==> src/rtl/lemmings_world_pkg.sv <==
// rtl/lemmings_world_pkg.sv - shared defaults, position types and behaviour decode
// Package lemmings_pkg: default level geometry and timing, lemming position
// typedefs, the behaviour enum and the priority decoder that turns the
// lemming FSM outputs into one behaviour.
package lemmings_pkg;

  localparam int LEM_W     = 16;
  localparam int LEM_D     = 8;
  localparam int LEM_STEP  = 4;
  localparam int LEM_DIG   = 8;
  localparam int LEM_FATAL = 4;

  typedef logic [$clog2(LEM_W)-1:0] lem_x_t;
  typedef logic [$clog2(LEM_D)-1:0] lem_y_t;

  typedef enum logic [2:0] {IDLE, WALK_L, WALK_R, FALL, DIG} behav_t;

  // Priority aaah > digging > walk_left > walk_right; nothing set is idle.
  function automatic behav_t decode_behav(input logic aaah, input logic digging,
                                          input logic walk_left, input logic walk_right);
    if (aaah)            return FALL;
    else if (digging)    return DIG;
    else if (walk_left)  return WALK_L;
    else if (walk_right) return WALK_R;
    else                 return IDLE;
  endfunction

endpackage

==> src/rtl/lemmings_world_if.sv <==
// rtl/lemmings_world_if.sv - bundle between the lemming FSM side and the world model
// Signals: walk_left/walk_right/aaah/digging (behaviour in), cfg_we/cfg_x/
// cfg_y/cfg_solid (tile writes in), ground/bump_left/bump_right/lem_x/lem_y/
// splat (world state out). master drives behaviour and config, slave is the world.
interface lemmings_world_if #(
  parameter int W = 16,
  parameter int D = 8
);
  localparam int XW = $clog2(W);
  localparam int YW = $clog2(D);

  logic          walk_left;
  logic          walk_right;
  logic          aaah;
  logic          digging;
  logic          cfg_we;
  logic [XW-1:0] cfg_x;
  logic [YW-1:0] cfg_y;
  logic          cfg_solid;
  logic          ground;
  logic          bump_left;
  logic          bump_right;
  logic [XW-1:0] lem_x;
  logic [YW-1:0] lem_y;
  logic          splat;

  modport master (
    output walk_left, walk_right, aaah, digging, cfg_we, cfg_x, cfg_y, cfg_solid,
    input  ground, bump_left, bump_right, lem_x, lem_y, splat
  );

  modport slave (
    input  walk_left, walk_right, aaah, digging, cfg_we, cfg_x, cfg_y, cfg_solid,
    output ground, bump_left, bump_right, lem_x, lem_y, splat
  );

endinterface

==> src/rtl/lemmings_world_terrain.sv <==
// rtl/lemmings_world_terrain.sv - W x D tile map with bedrock bottom row
// Ports: clk, areset_n; we/wx/wy/wdata single write port (caller arbitrates);
// pos_x/pos_y lemming position; below_solid/left_solid/right_solid are
// combinational reads of (x,y+1), (x-1,y), (x+1,y). Off-map sides read empty.
module lemmings_terrain #(
  parameter int W = 16,
  parameter int D = 8
) (
  input  logic                 clk,
  input  logic                 areset_n,
  input  logic                 we,
  input  logic [$clog2(W)-1:0] wx,
  input  logic [$clog2(D)-1:0] wy,
  input  logic                 wdata,
  input  logic [$clog2(W)-1:0] pos_x,
  input  logic [$clog2(D)-1:0] pos_y,
  output logic                 below_solid,
  output logic                 left_solid,
  output logic                 right_solid
);
  localparam int XW = $clog2(W);
  localparam int YW = $clog2(D);

  // Only rows 0..D-2 are stored; the bedrock row has no storage.
  logic [W-1:0] rows_q [0:D-2];

  always_ff @(posedge clk or negedge areset_n) begin
    if (!areset_n) begin
      for (int r = 0; r < D-1; r++) rows_q[r] <= '0;
    end else if (we && int'(wy) < D-1 && int'(wx) < W) begin
      rows_q[wy][wx] <= wdata;
    end
  end

  function automatic logic solid_at(input int x, input int y);
    if (y >= D-1)             return 1'b1;
    if (x < 0 || x >= W || y < 0) return 1'b0;
    return rows_q[YW'(y)][XW'(x)];
  endfunction

  always_comb begin
    below_solid = solid_at(int'(pos_x),     int'(pos_y) + 1);
    left_solid  = solid_at(int'(pos_x) - 1, int'(pos_y));
    right_solid = solid_at(int'(pos_x) + 1, int'(pos_y));
  end

endmodule

==> src/rtl/lemmings_world.sv <==
// rtl/lemmings_world.sv - environment model closing the lemming FSM feedback loop
// Ports: clk, areset_n (async, active low); bus (slave) carries behaviour
// inputs, tile config writes, and the registered ground/bump/position/splat
// outputs. START_Y sets the row after reset (bedrock top by default).
module lemmings_world
  import lemmings_pkg::*;
#(
  parameter int W       = LEM_W,
  parameter int D       = LEM_D,
  parameter int START_X = 0,
  parameter int START_Y = D - 2,
  parameter int STEP    = LEM_STEP,
  parameter int DIG     = LEM_DIG,
  parameter int FATAL   = LEM_FATAL
) (
  input  logic             clk,
  input  logic             areset_n,
  lemmings_world_if.slave  bus
);
  localparam int XW = $clog2(W);
  localparam int YW = $clog2(D);
  localparam int TW = $clog2(STEP);
  localparam int DW = $clog2(DIG + 1);

  logic [TW-1:0] tick_q, tick_d;
  logic [DW-1:0] dig_q, dig_d;
  logic [7:0]    fall_q, fall_d;
  logic [XW-1:0] x_q, x_d;
  logic [YW-1:0] y_q, y_d;
  logic          ground_q, ground_d;
  logic          bump_l_q, bump_l_d;
  logic          bump_r_q, bump_r_d;
  logic          splat_q, splat_d;

  behav_t        behav;
  logic          tick;
  logic          dig_clear;
  logic          cfg_ok;
  logic          t_we, t_wdata;
  logic [XW-1:0] t_wx;
  logic [YW-1:0] t_wy;
  logic          below_solid, left_solid, right_solid;

  lemmings_terrain #(.W(W), .D(D)) u_terrain (
    .clk         (clk),
    .areset_n    (areset_n),
    .we          (t_we),
    .wx          (t_wx),
    .wy          (t_wy),
    .wdata       (t_wdata),
    .pos_x       (x_q),
    .pos_y       (y_q),
    .below_solid (below_solid),
    .left_solid  (left_solid),
    .right_solid (right_solid)
  );

  always_ff @(posedge clk or negedge areset_n) begin
    if (!areset_n) begin
      tick_q   <= '0;
      dig_q    <= '0;
      fall_q   <= '0;
      x_q      <= XW'(START_X);
      y_q      <= YW'(START_Y);
      ground_q <= 1'b1;
      bump_l_q <= 1'b0;
      bump_r_q <= 1'b0;
      splat_q  <= 1'b0;
    end else begin
      tick_q   <= tick_d;
      dig_q    <= dig_d;
      fall_q   <= fall_d;
      x_q      <= x_d;
      y_q      <= y_d;
      ground_q <= ground_d;
      bump_l_q <= bump_l_d;
      bump_r_q <= bump_r_d;
      splat_q  <= splat_d;
    end
  end

  always_comb begin
    behav     = decode_behav(bus.aaah, bus.digging, bus.walk_left, bus.walk_right);
    tick      = (tick_q == TW'(STEP - 1));
    tick_d    = tick ? '0 : tick_q + TW'(1);
    dig_d     = '0;
    fall_d    = fall_q;
    x_d       = x_q;
    y_d       = y_q;
    // ground samples the map/position as they stand this cycle, hence 1-cycle lag.
    ground_d  = below_solid;
    bump_l_d  = 1'b0;
    bump_r_d  = 1'b0;
    splat_d   = splat_q;
    dig_clear = 1'b0;

    case (behav)
      WALK_L: if (tick) begin
        if (x_q == '0 || left_solid) bump_l_d = 1'b1;
        else                         x_d = x_q - XW'(1);
      end
      WALK_R: if (tick) begin
        if (x_q == XW'(W - 1) || right_solid) bump_r_d = 1'b1;
        else                                  x_d = x_q + XW'(1);
      end
      FALL: if (tick && !below_solid) begin
        y_d = y_q + YW'(1);
        if (fall_q != 8'hFF) fall_d = fall_q + 8'd1;
      end
      lemmings_pkg::DIG: begin
        if (dig_q == DW'(DIG - 1)) begin
          // Bedrock below: stay armed at DIG-1 and never remove anything.
          if (int'(y_q) + 1 == D - 1) dig_d = dig_q;
          else                        dig_clear = 1'b1;
        end else begin
          dig_d = dig_q + DW'(1);
        end
      end
      default: ;
    endcase

    // Landing is judged on the raw aaah, whatever else the lemming does now.
    if (!bus.aaah && fall_q != 8'd0) begin
      splat_d = splat_q | (fall_q > 8'(FATAL));
      fall_d  = 8'd0;
    end

    cfg_ok = bus.cfg_we && int'(bus.cfg_y) != D - 1 && int'(bus.cfg_x) < W &&
             !(bus.cfg_x == x_q && bus.cfg_y == y_q);

    // Config wins the single write port; a colliding dig removal is dropped.
    t_we    = cfg_ok || dig_clear;
    t_wx    = cfg_ok ? bus.cfg_x : x_q;
    t_wy    = cfg_ok ? bus.cfg_y : y_q + YW'(1);
    t_wdata = cfg_ok ? bus.cfg_solid : 1'b0;
  end

  assign bus.ground     = ground_q;
  assign bus.bump_left  = bump_l_q;
  assign bus.bump_right = bump_r_q;
  assign bus.lem_x      = x_q;
  assign bus.lem_y      = y_q;
  assign bus.splat      = splat_q;

endmodule

==> src/flat_wrapper.sv <==
// flat-port wrapper written by rule: the top's interface ports become plain ports
module lemmings_world_flat import lemmings_pkg::*;
#(
  parameter int W       = LEM_W,
  parameter int D       = LEM_D,
  parameter int START_X = 0,
  parameter int START_Y = D - 2,
  parameter int STEP    = LEM_STEP,
  parameter int DIG     = LEM_DIG,
  parameter int FATAL   = LEM_FATAL
)
  (clk, areset_n, bus_walk_left, bus_walk_right, bus_aaah, bus_digging, bus_cfg_we, bus_cfg_x, bus_cfg_y, bus_cfg_solid, bus_ground, bus_bump_left, bus_bump_right, bus_lem_x, bus_lem_y, bus_splat);
  lemmings_world_if #(.W(W), .D(D)) bus_i ();
  input  logic clk;
  input  logic areset_n;
  input wire logic [$bits(bus_i.walk_left)-1:0] bus_walk_left;
  input wire logic [$bits(bus_i.walk_right)-1:0] bus_walk_right;
  input wire logic [$bits(bus_i.aaah)-1:0] bus_aaah;
  input wire logic [$bits(bus_i.digging)-1:0] bus_digging;
  input wire logic [$bits(bus_i.cfg_we)-1:0] bus_cfg_we;
  input wire logic [$bits(bus_i.cfg_x)-1:0] bus_cfg_x;
  input wire logic [$bits(bus_i.cfg_y)-1:0] bus_cfg_y;
  input wire logic [$bits(bus_i.cfg_solid)-1:0] bus_cfg_solid;
  output wire logic [$bits(bus_i.ground)-1:0] bus_ground;
  output wire logic [$bits(bus_i.bump_left)-1:0] bus_bump_left;
  output wire logic [$bits(bus_i.bump_right)-1:0] bus_bump_right;
  output wire logic [$bits(bus_i.lem_x)-1:0] bus_lem_x;
  output wire logic [$bits(bus_i.lem_y)-1:0] bus_lem_y;
  output wire logic [$bits(bus_i.splat)-1:0] bus_splat;
  assign bus_i.walk_left = bus_walk_left;
  assign bus_i.walk_right = bus_walk_right;
  assign bus_i.aaah = bus_aaah;
  assign bus_i.digging = bus_digging;
  assign bus_i.cfg_we = bus_cfg_we;
  assign bus_i.cfg_x = bus_cfg_x;
  assign bus_i.cfg_y = bus_cfg_y;
  assign bus_i.cfg_solid = bus_cfg_solid;
  assign bus_ground = bus_i.ground;
  assign bus_bump_left = bus_i.bump_left;
  assign bus_bump_right = bus_i.bump_right;
  assign bus_lem_x = bus_i.lem_x;
  assign bus_lem_y = bus_i.lem_y;
  assign bus_splat = bus_i.splat;
  lemmings_world #(.W(W), .D(D), .START_X(START_X), .START_Y(START_Y), .STEP(STEP), .DIG(DIG), .FATAL(FATAL)) u_core (.clk(clk), .areset_n(areset_n), .bus(bus_i));
endmodule
==> config.mk <==
export PLATFORM = sky130hd
export DESIGN_NAME = lemmings_world_flat
export DESIGN_NICKNAME = d
export VERILOG_FILES = /design/src/rtl/lemmings_world_pkg.sv /design/src/rtl/lemmings_world_if.sv /design/src/rtl/lemmings_world_terrain.sv /design/src/rtl/lemmings_world.sv /design/src/flat_wrapper.sv
export SDC_FILE = /design/constraint.sdc
export NUM_CORES = 1
export LEC_CHECK = 0
export BUFFER_PORTS_ARGS = -buffer_cell sky130_fd_sc_hd__buf_4
export CORE_ASPECT_RATIO = 0.8
export CORE_MARGIN = 2
export CORE_UTILIZATION = 25
export CTS_BUF_LIST = sky130_fd_sc_hd__clkbuf_8
export DETAILED_ROUTE_END_ITERATION = 10
export PLACE_DENSITY = 0.5
export SYNTH_ARGS = -nofsm -noshare
export SYNTH_HDL_FRONTEND = slang
export SYNTH_SLANG_ARGS = --single-unit
==> constraint.sdc <==
create_clock -name clk -period 3.7 [get_ports clk]
set_input_delay 0.74 -clock clk [delete_from_list [all_inputs] [get_ports clk]]
set_output_delay 0.74 -clock clk [all_outputs]
set_load 0.03 [all_outputs]
-- After elaboration in Yosys (flattened, before gate mapping)
Cells that the tools add are included.
W data, S select, Z words.
- $add $sub $neg: 9
- magnitude comparators: 18
- equal/unequal tests: 17
- multiplexer cells: 68
- bitwise gates (word level): 4
- reduce and logical (&&, ||, !) cells: 25
- operators by type and width (kind ; count):
    $bwmux W112 ; 1
    $bmux W16 S3 ; 2
    $mux W16 ; 5
    $demux W16 S3 ; 1
    $mux W1 ; 36
    $eq A32 B4 Y1 const B ; 1
    $ge A32 B4 Y1 const B ; 1
    $lt A32 B1 Y1 const B ; 1
    $mux W4 ; 8
    $mux W8 ; 4
    $lt A4 B6 Y1 const B ; 3
    $bmux W1 S4 ; 3
    $mux W3 ; 4
    $lt A5 B1 Y1 const B ; 2
    $add A4 B1 Y4 const B ; 2
    $add A8 B1 Y8 const B ; 1
    $ge A3 B4 Y1 const B ; 2
    $gt A8 B3 Y1 const B ; 1
    $logic_and A1 B1 Y1 ; 8
    $ne A8 B8 Y1 const B ; 1
    $pmux W4 S2 ; 1
    $reduce_bool A2 Y1 ; 4
    $reduce_bool A8 Y1 ; 1
    $eq A3 B2 Y1 const B ; 2
    36 further kinds ; 46
- flip-flop bits (word level): 137
- bits of input ports: 15
- output and inout bits: 11
- word-level logic and storage cells: 157

-- Logic depth before layout (Yosys ltp)
- depth after elaboration: 15
- mapped depth: 16
- gate-level depth less buffers: 10

-- By module
A second synthesis with hierarchy kept.
- cell total of the unflattened synthesis: 866
- area, all modules: 8926.1 um^2
- by module, submodules not included (module ; times used ; cells an instance ; area an instance (um^2) ; seq. area each (um^2)):
    lemmings_terrain ; 1 ; 712 ; 7347.0 ; 2802.7
    lemmings_world ; 1 ; 154 ; 1579.0 ; 629.4

-- Worst setup path after synthesis
Ideal clock, no wire load.
- kind: reg-to-reg
- from: reg u_core.y_q[0], in the netlist u_core.bus.lem_y[0]
- to: reg u_core.fall_q[6]
- library setup time: 0.126 ns
- data arrival time: 3.501 ns
- data required time: 3.574 ns
- path slack: 0.073 ns
- stages on the path, launching flop included: 15
- path buffers: 4
- clock period less this slack: 3.627 ns
- path through: dfrtp_1 buf_6 buf_6 inv_1 buf_2 ha_1 buf_6 mux2_4 a221oi_1 o311ai_0 nor4_1 nor4_2 a211oi_4 nand3_2 o311a_1
- longest elaborated chain between the ends: 14
- elaborated cells between the ends (all ways): 20
- those cells by class: add/sub (1); order compare (2); mux (12); bitwise (1); reduce/logical (4)
- RTL lines (item ; RTL line ; source):
    start: declaration ; lemmings_world.sv:29 ; logic [YW-1:0] y_q, y_d;
    start signal: assignment ; lemmings_world.sv:64 ; y_q <= YW'(START_Y);
    start signal: assignment ; lemmings_world.sv:74 ; y_q <= y_d;
    $add A3 B1 Y4 (*) ; lemmings_world_terrain.sv:42 ; below_solid = solid_at(int'(pos_x), int'(pos_y) + 1);
    $not A3 Y3 (implied by the code) ; lemmings_world_terrain.sv:38 ; return rows_q[YW'(y)][XW'(x)];
    $bmux W16 S3 ; lemmings_world_terrain.sv:38 ;
    $mux W16 (implied by the code) (2 in a row) ; lemmings_world_terrain.sv:38 ;
    $bmux W1 S4 ; lemmings_world_terrain.sv:38 ;
    $mux W1 (implied by the code) (2 in a row) ; lemmings_world_terrain.sv:38 ;
    $mux W1 ; lemmings_world_terrain.sv:38 ;
    $mux W1 (*) ; lemmings_world_terrain.sv:37 ; if (x < 0 || x >= W || y < 0) return 1'b0;
    $logic_not A1 Y1 (*) ; lemmings_world.sv:106 ; FALL: if (tick && !below_solid) begin
    $logic_and A1 B1 Y1 (*) ; lemmings_world.sv:106 ;
    $reduce_bool A2 Y1 (no source line) (*) ; - ;
    $reduce_and A3 Y1 (no source line) (*) ; - ;
    end signal: assignment ; lemmings_world.sv:72 ; fall_q <= fall_d;
    end: declaration ; lemmings_world.sv:27 ; logic [7:0] fall_q, fall_d;
Mark *: on every way between the ends. The rest lies on a longest branch, timed or not. The select of a mux whose other input is x is not followed.
A chain may end at the register's enable or synchronous reset.

-- Final worst setup path
- from: reg u_core.y_q[1], in the netlist u_core.bus.lem_y[1]
- to: reg u_core.fall_q[6]
Same word-level chain as after synthesis.

==> metrics <==
synthesized area divided by synthesized cell count=9.96 sq um; number of buffers inserted by port buffering=25; final setup violating endpoints=0; arrival time of the worst setup path=4.01 ns; Stages on worst setup path=11; Final Skew=0.0136 ns; data required time at the worst endpoint=4.08 ns; clock group share of total power=17.0%; # placed instances=1436; total non-filler cell area in the finished layout=10700 sq um; Std-Cell Rows=62; NumNets Final=1002; internal reg-to-reg setup slack=0.08 ns; H-tree levels=4; Placed Instance Area=10300 sq um; Max-Slew Margin vs Limit=50.3%; routed via count=7654; final critical-path share of the clock period=98.0%; peak fanout along the critical path=11; post-synth design cell area=9170 sq um; worst r2r src=u_core.bus.lem_y[1]; type of the worst setup path=flip-flop to flip-flop; final std cells w/o fill=1465; largest net degree at the start of global routing=113; filler cell count in the final layout=3828; vias in the first global route=7408; area growth from synthesis to layout=16.9%; clk buf depth=2; startpoint kind of the worst setup timing path=flip-flop; area of the core region=36000 sq um; Min Hold Slack=0.257 ns; Congestion Overflow GR=0; final estimated routing congestion in global placement=0.972; most used flip-flop cell after synthesis=sky130_fd_sc_hd__dfrtp_1; post-detail-place hpwl=23500 microns; CP peak stage delay=0.64 ns; Max IR drop VDD=0.000406 V; effective utilization at floorplan=25.5%; area of the die=38200 sq um; end point of the critical path=u_core.fall_q[6]; Switching Power=3950 uW; multi-input combinational cell area=5320 sq um; Critical path buffers and inverters=1; Lkg Pwr=0.00459 uW; clock sink total=137; TritonCTS clock tree=built; all-layer global routing usage=17.2%; Die X=218 microns; number of maximum-capacitance constraint violations=0; final wirelength=32100 microns; achievable frequency=276 MHz; Initial DRC Count=691; FF-to-FF End=u_core.fall_q[6]; setup repair after global routing missed its margin=false; number of library cell types mapped by synthesis=77; depth of the worst register-to-register path=11; number of buffers added to fix hold violations after cts=0; number of cells produced by synthesis=920; total power divided by cell area=792 nW/um^2; DRT antenna net count=0; post-layout min period=3.62 ns; # DRC=0; number of storage elements in the synthesis netlist=137; most numerous cell on the critical path=sky130_fd_sc_hd__ha_1; Worst Tran Pin Value=0.745 ns; CTS Root Cell=sky130_fd_sc_hd__clkbuf_8; CTS buffer count=17; leading cell types by total area after synthesis=sky130_fd_sc_hd__dfrtp_1, sky130_fd_sc_hd__mux2_2, sky130_fd_sc_hd__mux2i_1; proportion of power drawn by flip-flops and latches=25.0%; first element of the critical path=u_core.bus.lem_y[1]; fraction of layout cells with a size suffix above 1=28.0%; Internal=4530 uW; via count normalized by instance count=5.22; Antenna Cells=0; total I/O pin count=26; sequential cell area=3440 sq um; Pwr Total=8480 uW; combinational fraction of design power=57.9%; proportion of register bits with asynchronous set or reset after synthesis=100%; crit path capture type=flip-flop; Avg WL per Cell=21.9 microns; pins over their slew limit=0; Commonest cells post-synth=sky130_fd_sc_hd__dfrtp_1, sky130_fd_sc_hd__mux2_2, sky130_fd_sc_hd__nor2_1; number of warnings reported in the yosys synthesis log=0; number of flops mapped to enable cells by yosys=0; register area share after synthesis=37.4%; final hold violation count=0; floorplan die height=175 microns; initial antenna violation count=0; slowest cell on the critical path=sky130_fd_sc_hd__dfstp_4; TritonRoute pass-1 iters=7; clock latency of the later-clocked register in the worst-skew pair=0.50 ns; clock-pin transition on the worst setup and hold timing paths=0.09 ns; first-pass GRT wire length=48600 microns; sum of negative setup slack=0 ns; net switching share of the total power=46.6%; cell type contributing the most total cell area after synthesis=sky130_fd_sc_hd__dfrtp_1; run status=finished clean; class of the tightest hold or removal check=input pin to asynchronous set/reset pin; CP Cell Sequence=ha_1 > ha_1 > buf_12 > or2b_1 > a21oi_1 > nor4b_1 > nor4_1 > nor4_2 > nor2_1 > a41o_1 > o311a_1; Synth Net Count=947; count leader, synth=sky130_fd_sc_hd__dfrtp_1; cell family with most CP delay=simple AND/OR/NAND/NOR gates; fraction of synthesized cell area taken by the top area cell type=36.6%
==> power by group through the flow <==
stage / clock network (uW) / logic, uW / registers, uW
after floorplan: 0 / 3010 / 2070
after global placement: 0 / 4810 / 2150
after detailed placement: 0 / 4830 / 2150
after CTS: 1480 / 4840 / 2120
after global routing: 1540 / 5240 / 2160
final: 1440 / 4920 / 2130
==> logic make-up after synthesis <==
| group | Yosys count | share of synthesized area [%] |
|---|---|---|
| DFF | 137 | 37.4 |
| xor gates and xnor gates | 17 | 1.71 |
| muxes | 179 | 23.7 |
| AOI/OAI and AO/OA | 146 | 12.1 |
| buffers and inverters | 82 | 4.71 |
| and+or+nand+nor | 347 | 18.7 |
| adders and majority gates | 12 | 1.72 |
==> sequential cells by signal, indices dropped and copies added (netlist names) <==
signal,flops
u_core.u_terrain.rows_q,112
u_core.bus.bump_left,1
u_core.tick_q,2
u_core.bus.lem_x,4
u_core.bus.bump_right,1
u_core.bus.splat,1
u_core.dig_q,4
u_core.fall_q,8
u_core.bus.ground,1
u_core.bus.lem_y,3
==> worst reg2reg max path: cells and delay by family, from the launching register on <==
kind / cells / cell delay [ns]
simple gates: 5 / 1.79
fa+ha+maj: 2 / 0.43
buf+inv: 1 / 0.18
compound gates: 3 / 0.47
flops: 1 / 0.64
==> layout by cell type, fill, tap and decap left out, types with 3 or more instances in the layout <==
master,n
sky130_fd_sc_hd__a211oi_1,4
sky130_fd_sc_hd__ha_1,10
sky130_fd_sc_hd__a221oi_1,8
sky130_fd_sc_hd__bufinv_16,5
sky130_fd_sc_hd__a21oi_1,18
sky130_fd_sc_hd__o31ai_4,4
sky130_fd_sc_hd__mux2_1,4
sky130_fd_sc_hd__a41oi_1,5
sky130_fd_sc_hd__a21o_1,3
sky130_fd_sc_hd__inv_1,15
sky130_fd_sc_hd__and2_1,13
sky130_fd_sc_hd__xnor2_1,12
sky130_fd_sc_hd__mux4_1,6
sky130_fd_sc_hd__mux4_2,10
sky130_fd_sc_hd__nand3b_1,10
sky130_fd_sc_hd__dfrtp_1,133
sky130_fd_sc_hd__o22ai_1,4
sky130_fd_sc_hd__nor4b_1,5
sky130_fd_sc_hd__xor2_1,4
sky130_fd_sc_hd__nand4_1,13
sky130_fd_sc_hd__nor3_1,44
sky130_fd_sc_hd__mux2i_1,55
sky130_fd_sc_hd__nor4_1,12
sky130_fd_sc_hd__nor2_1,83
sky130_fd_sc_hd__buf_4,95
sky130_fd_sc_hd__mux2_2,101
sky130_fd_sc_hd__and3_1,5
sky130_fd_sc_hd__nor2b_1,7
sky130_fd_sc_hd__buf_12,7
sky130_fd_sc_hd__a22oi_1,25
sky130_fd_sc_hd__nand2_1,71
sky130_fd_sc_hd__o21ai_0,36
sky130_fd_sc_hd__nand3_1,52
sky130_fd_sc_hd__nand2b_1,16
sky130_fd_sc_hd__clkbuf_8,17
sky130_fd_sc_hd__o211ai_1,7
==> layout make-up <==
type,count,share of cell area [%]
multi-input combinational,701,49.7
sequential,137,32.1
timing repair buffer,103,8.07
tap,480,5.61
clock buffer,17,2.18
clock inverter,12,1.87
inverter,15,0.526
==> per-stage QoR <==
step           util [%]  setup slack [ns]
6_report           29.8            0.0755
5_1_grt            29.8           0.00231
4_1_cts            29.7             0.151
2_1_floorplan         -            0.0731
3_5_place_dp       28.5             0.181
3_3_place_gp       28.5             0.144
==> worst min path at each step <==
stage | from | end | slack (ns) | cells past startpoint
floorplan | u_core.tick_q[0] | u_core.tick_q[0] | 0.40 | 1
global placement | u_core.tick_q[0] | u_core.tick_q[0] | 0.42 | 1
detailed placement | u_core.tick_q[0] | u_core.tick_q[0] | 0.42 | 1
CTS | areset_n | u_core.bus.lem_x[2] | 0.27 | 1
global route | areset_n | u_core.bus.bump_left | 0.30 | 1
finish | areset_n | u_core.bus.lem_x[1] | 0.26 | 1
==> timing repair <==
action,4_1_cts,5_1_grt
gates resized for setup,0,1
endpoints found under the setup margin,0,3
buffers inserted,0,0
==> layer usage <==
metal  global-route usage [%]  vias to the layer above  share of wire [%]
met2                     23.6                      254                 41
met3                     5.23                       43                8.0
li1                         -                     3505                  -
met4                     4.79                        0                1.7
met1                     25.6                     3852                 50
met5                        0                        -                  0
Power figures use the tool's default switching activity.
